--- src/rtl/name_entry_responder.sv ---
// Keyboard name entry responder for the pregame username handshake.
// Edits a fixed-length name into the name store and acknowledges end of entry.
module name_entry_responder #(
  parameter int NAME_LEN      = 8,
  parameter int IDX_W         = 3,
  parameter int CONFIRM_DELAY = 16
) (
  input  logic             clock,
  input  logic             reset,
  input  logic [1:0]       user_name_req,
  input  logic             key_valid,
  input  logic [7:0]       key_char,
  output logic             name_we,
  output logic             name_player,
  output logic [IDX_W-1:0] name_idx,
  output logic [7:0]       name_char,
  output logic [3:0]       cursor,
  output logic             prompt_active,
  output logic             name_done,
  output logic             end_confirm
);

  localparam int CW = (CONFIRM_DELAY > 1) ? $clog2(CONFIRM_DELAY) : 1;

  typedef enum logic [2:0] {
    S_IDLE,
    S_EDIT,
    S_PAD,
    S_DONE,
    S_WAIT,
    S_ACK,
    S_REL
  } state_t;

  state_t           state_q, state_d;
  logic [3:0]       cursor_q, cursor_d;
  logic             player_q, player_d;
  logic [CW-1:0]    cnt_q, cnt_d;
  logic             we_q, we_d;
  logic [IDX_W-1:0] idx_q, idx_d;
  logic [7:0]       char_q, char_d;
  logic             done_q, done_d;
  logic             conf_q, conf_d;
  logic             prompt_q, prompt_d;

  logic full, empty, printable, is_bs, is_enter, end_req;

  assign full      = cursor_q == 4'(NAME_LEN);
  assign empty     = cursor_q == 4'd0;
  assign printable = key_char >= 8'h20 && key_char <= 8'h7E;
  assign is_bs     = key_char == 8'h08;
  assign is_enter  = key_char == 8'h0D;
  assign end_req   = user_name_req == 2'b01;

  always_ff @(posedge clock or posedge reset) begin
    if (reset) begin
      state_q  <= S_IDLE;
      cursor_q <= '0;
      player_q <= 1'b0;
      cnt_q    <= '0;
      we_q     <= 1'b0;
      idx_q    <= '0;
      char_q   <= '0;
      done_q   <= 1'b0;
      conf_q   <= 1'b0;
      prompt_q <= 1'b0;
    end else begin
      state_q  <= state_d;
      cursor_q <= cursor_d;
      player_q <= player_d;
      cnt_q    <= cnt_d;
      we_q     <= we_d;
      idx_q    <= idx_d;
      char_q   <= char_d;
      done_q   <= done_d;
      conf_q   <= conf_d;
      prompt_q <= prompt_d;
    end
  end

  always_comb begin
    state_d  = state_q;
    cursor_d = cursor_q;
    player_d = player_q;
    cnt_d    = cnt_q;
    unique case (state_q)
      S_IDLE: begin
        unique case (user_name_req)
          2'b10: begin
            state_d  = S_EDIT;
            player_d = 1'b0;
            cursor_d = '0;
          end
          2'b11: begin
            state_d  = S_EDIT;
            player_d = 1'b1;
            cursor_d = '0;
          end
          2'b01: begin
            state_d = S_WAIT;
            cnt_d   = '0;
          end
          default: ;
        endcase
      end
      S_EDIT: begin
        if (key_valid) begin
          if (printable && !full) cursor_d = cursor_q + 4'd1;
          else if (is_bs && !empty) cursor_d = cursor_q - 4'd1;
          else if (is_enter && !empty) state_d = S_PAD;
        end
      end
      S_PAD: begin
        if (full) state_d = S_DONE;
        else cursor_d = cursor_q + 4'd1;
      end
      S_DONE: begin
        state_d  = S_IDLE;
        cursor_d = '0;
      end
      S_WAIT: begin
        if (!end_req) state_d = S_IDLE;
        else if (cnt_q == CW'(CONFIRM_DELAY - 1)) state_d = S_ACK;
        else cnt_d = cnt_q + 1'b1;
      end
      S_ACK: state_d = S_REL;
      // Hold off until the request drops so one end request yields one confirm.
      S_REL: if (!end_req) state_d = S_IDLE;
      default: state_d = S_IDLE;
    endcase
  end

  always_comb begin
    we_d   = 1'b0;
    idx_d  = '0;
    char_d = '0;
    if (state_q == S_EDIT && key_valid && printable && !full) begin
      we_d   = 1'b1;
      idx_d  = IDX_W'(cursor_q);
      char_d = key_char;
    end else if (state_q == S_EDIT && key_valid && is_bs && !empty) begin
      we_d   = 1'b1;
      idx_d  = IDX_W'(cursor_q - 4'd1);
      char_d = 8'h20;
    end else if (state_q == S_PAD && !full) begin
      we_d   = 1'b1;
      idx_d  = IDX_W'(cursor_q);
      char_d = 8'h20;
    end
    done_d   = state_d == S_DONE;
    conf_d   = state_d == S_ACK;
    prompt_d = state_d == S_EDIT;
  end

  assign name_we       = we_q;
  assign name_player   = player_q;
  assign name_idx      = idx_q;
  assign name_char     = char_q;
  assign cursor        = cursor_q;
  assign prompt_active = prompt_q;
  assign name_done     = done_q;
  assign end_confirm   = conf_q;

endmodule

--- config.mk ---
export PLATFORM = sky130hd
export DESIGN_NAME = name_entry_responder
export DESIGN_NICKNAME = d
export VERILOG_FILES = /design/src/rtl/name_entry_responder.sv
export SDC_FILE = /design/constraint.sdc
export NUM_CORES = 1
export LEC_CHECK = 0
export ABC_AREA = 1
export CAP_MARGIN = 20
export CORE_MARGIN = 3
export CORE_UTILIZATION = 50
export CTS_BUF_LIST = sky130_fd_sc_hd__clkbuf_4
export DETAILED_ROUTE_END_ITERATION = 8
export PLACE_DENSITY = 0.79
export SLEW_MARGIN = 25
export SYNTH_ARGS = -nofsm -noshare
export SYNTH_HDL_FRONTEND = slang
export SYNTH_SLANG_ARGS = --single-unit
--- constraint.sdc ---
create_clock -name clock -period 1.9 [get_ports clock]
set_clock_uncertainty 0.2 [all_clocks]
set_input_delay 0.475 -clock clock [delete_from_list [all_inputs] [get_ports clock]]
set_output_delay 0.475 -clock clock [all_outputs]
set_load 0.005 [all_outputs]
==> results of run 1 <==
-- power breakdown --
part	internal (W)	switching, W
Combinational	0.000486	0.000654
Clock	0.0000964	0.000165
Sequential	0.000701	0.000102
-- how the worst min path moves through the flow --
| stage | from | endpoint | slack (ns) | cells after the start |
|---|---|---|---|---|
| 6_report | reset | name_char[1]$_DFF_PP0_ | 0.29 | 3 |
| 5_1_grt | reset | name_char[1]$_DFF_PP0_ | 0.33 | 3 |
| 4_1_cts | reset | cnt_q[2]$_DFFE_PP0P_ | 0.31 | 3 |
| 3_5_place_dp | name_player$_DFFE_PP0P_ | name_player$_DFFE_PP0P_ | 0.28 | 2 |
| 3_3_place_gp | name_player$_DFFE_PP0P_ | name_player$_DFFE_PP0P_ | 0.26 | 2 |
| 2_1_floorplan | name_player$_DFFE_PP0P_ | name_player$_DFFE_PP0P_ | 0.27 | 2 |
-- cells in the final DEF (no fill, tap or decap), drive strengths merged --
cell	count
o21ai	11
clkdlybuf4s50	22
nand3	20
nor2	26
nand4	3
ha	3
a31oi	1
dfrtp	27
nor3	2
or2	1
dlygate4sd2	3
o21a	1
and2	1
inv	30
dlymetal6s2s	7
xnor2	2
clkbuf	4
buf	14
conb	1
a21oi	5
o211ai	1
xor2	1
nand2	52
-- cells in the mapped netlist --
master,number
nand2_1,46
dfrtp_1,27
inv_1,25
nor2_1,20
nand3_1,16
o21ai_0,8
a21oi_1,5
inv_2,4
nand2_2,4
nor2_4,4
ha_1,3
nand4_1,3
nand2_4,2
nand3_2,2
nand3_4,2
nor2_2,2
nor3_1,2
o21ai_1,2
xnor2_1,2
a31oi_1,1
and2_1,1
buf_4,1
buf_6,1
conb_1,1
inv_4,1
o211ai_1,1
o21a_1,1
o21ai_2,1
or2_2,1
xor2_1,1
-- cells by family after synthesis --
| logic type | synth area share |
|---|---|
| compound gates | 0.0695 |
| flops | 0.447 |
| fa+ha+maj | 0.0248 |
| simple gates | 0.350 |
| buf+inv | 0.0886 |
| xor+xnor | 0.0174 |
| other cells | 0.00248 |
-- sequential cells by signal, summed over array words and instances (netlist names) --
register / cells
cnt_q: 4
cursor: 4
end_confirm: 1
name_char: 8
name_done: 1
name_idx: 3
name_player: 1
name_we: 1
prompt_active: 1
state_q: 3
-- metal layers --
| layer | share of wire | track usage | vias to the layer above |
|---|---|---|---|
| met2 | 0.54 | 0.369 | 16 |
| met5 | 0 | 0 | - |
| met3 | 0.021 | 0.0277 | 6 |
| met1 | 0.43 | 0.237 | 603 |
| met4 | 0.014 | 0.0712 | 0 |
| li1 | - | - | 687 |
-- metrics by stage --
step | power, W | cell area, sq um | std cells | setup slack, ns
detailed placement | 0.00195 | 1940 | 263 | -0.194
global route | 0.00241 | 2000 | 269 | -0.00797
finish | 0.00220 | 2000 | 269 | 0.0561
floorplan | 0.00156 | 1510 | 190 | 0.155
global placement | 0.00191 | 1940 | 263 | -0.124
CTS | 0.00221 | 1980 | 268 | 0.0162
-- area by class of cell --
| class | instances | area, sq um | area share |
|---|---|---|---|
| clock buffer | 4 | 30.0 | 0.0150 |
| inverter | 30 | 115 | 0.0575 |
| multi-input combinational | 131 | 704 | 0.352 |
| sequential | 27 | 676 | 0.337 |
| tap | 31 | 38.8 | 0.0194 |
| timing repair buffer | 46 | 439 | 0.219 |
-- what timing repair did --
action,4_1_cts,5_1_grt
gates resized for setup,3,8
endpoints found under the setup margin,3,9
setup buffers,1,1
==> results.toml, run 1 <==
[run_status]
run_status = "finished, final reports clean"

[synth]
syn_inst = 190
synth_area_leader_cell = "dfrtp_1"
synth.top_cell.area_share = 0.447
synth_cell_types = 30
synth_area_sq_um = 1510
synth_nets = 206
synth_area_leaders = "dfrtp_1 45%, nand2_1 11%, inv_1 6.2%, nand3_1 5.3%, nor2_1 5.0%"
synth-seq-cells = 27
yosysWarnings = 0
synth_area_per_cell_sq_um = 7.96
ys_seq_area_frac = 0.447

[cts]
cts-buffers-inserted = 3
cts_tree = "done"
clk_path_buf_depth = 2
cts_hold_buf = 0
cts-root-buf = "clkbuf_4"
clkSinkCount = 27
htree_levels = 1
clk_pin_slew_ns = 0.14
clock_latency_ns = 0.32

[floorplan]
initial_utilization = 0.534
die_y_microns = 61.0
dieArea_sq_um = 3720
boundaryPins = 33
rows = 19
die_x_microns = 61.0
core_sq_um = 2830

[pwr]
vdd_drop_max_mv = 0.657
p_leak_nw = 1.12
powerDensity_nw_per_um2 = 1100

[critical_path]
start_kind = "flop"
crit_end = "name_idx[0]"
worstSetupPathType = "flop to output port"
cp.buffers_inverters = 1
reg2reg_setup_slack_ns = 0.13
reg2reg_to = "cursor[1]$_DFFE_PP0P_"
cpMaxStageDelayCell = "clkdlybuf4s50_1"
cp_top_family = "buffers and inverters"
crit_cells = 1
path_cells = "clkdlybuf4s50_1"
crit_path_start = "name_idx[0]$_DFF_PP0_"
reg2regPathDepth = 11
r2r_start = "cursor[1]$_DFFE_PP0P_"
crit_path_end_kind = "output port"
arrival_ns = 1.17
slowest_delay_ns = 0.50
required_ns = 1.22
worstPathMaxFanout = 1

[cells_and_area]
nets = 255
post-route-util = 0.708
drive_above_1_share = 0.176
num_antenna_cells = 0
nFillCells = 239
syn2layout_area_growth_pct = 32.5

[global_route]
overflow = 0
grt_max_degree = 28
grt_pass1_vias = 1302
track_usage = 0.201
grt_pass1_wl_mm = 5.61
antenna_found_initial = 0

[hold_path]
hold_path_class = "input pin to asynchronous set/reset pin"

[timing]
fin_crit_sh = 0.970
setup_viol = 0
setup_tns_ns = 0
hold_ws_ns = 0.293
max_freq_mhz = 542
finalCriticalPeriod_ns = 1.84
final-hold-violation-count = 0
rsz0062_at_grt = "yes"
slew_viol_final = 0

[drt]
finalWirelength_mm = 3.19
vias = 1312
postRouteAntennaNets = 0
viasPerCell = 4.88
dr.pass1.iters = 4
wl_per_cell_microns = 11.9
drt_iter0_markers = 44
post-route-drc-count = 0

[placed_design]
portBuffers = 32
dp_hpwl_mm = 2.56
gp_congestion = 0.838

[flow_run]
maxCapViolCount = 0
Note: power is estimated with default switching activity, not from simulation.
==> run 2: changes to the inputs <==
- CTS_CLUSTER_DIAMETER: default -> 120
==> results of run 2 <==
Final layout, timing and power as in run 1 (identical DEF).
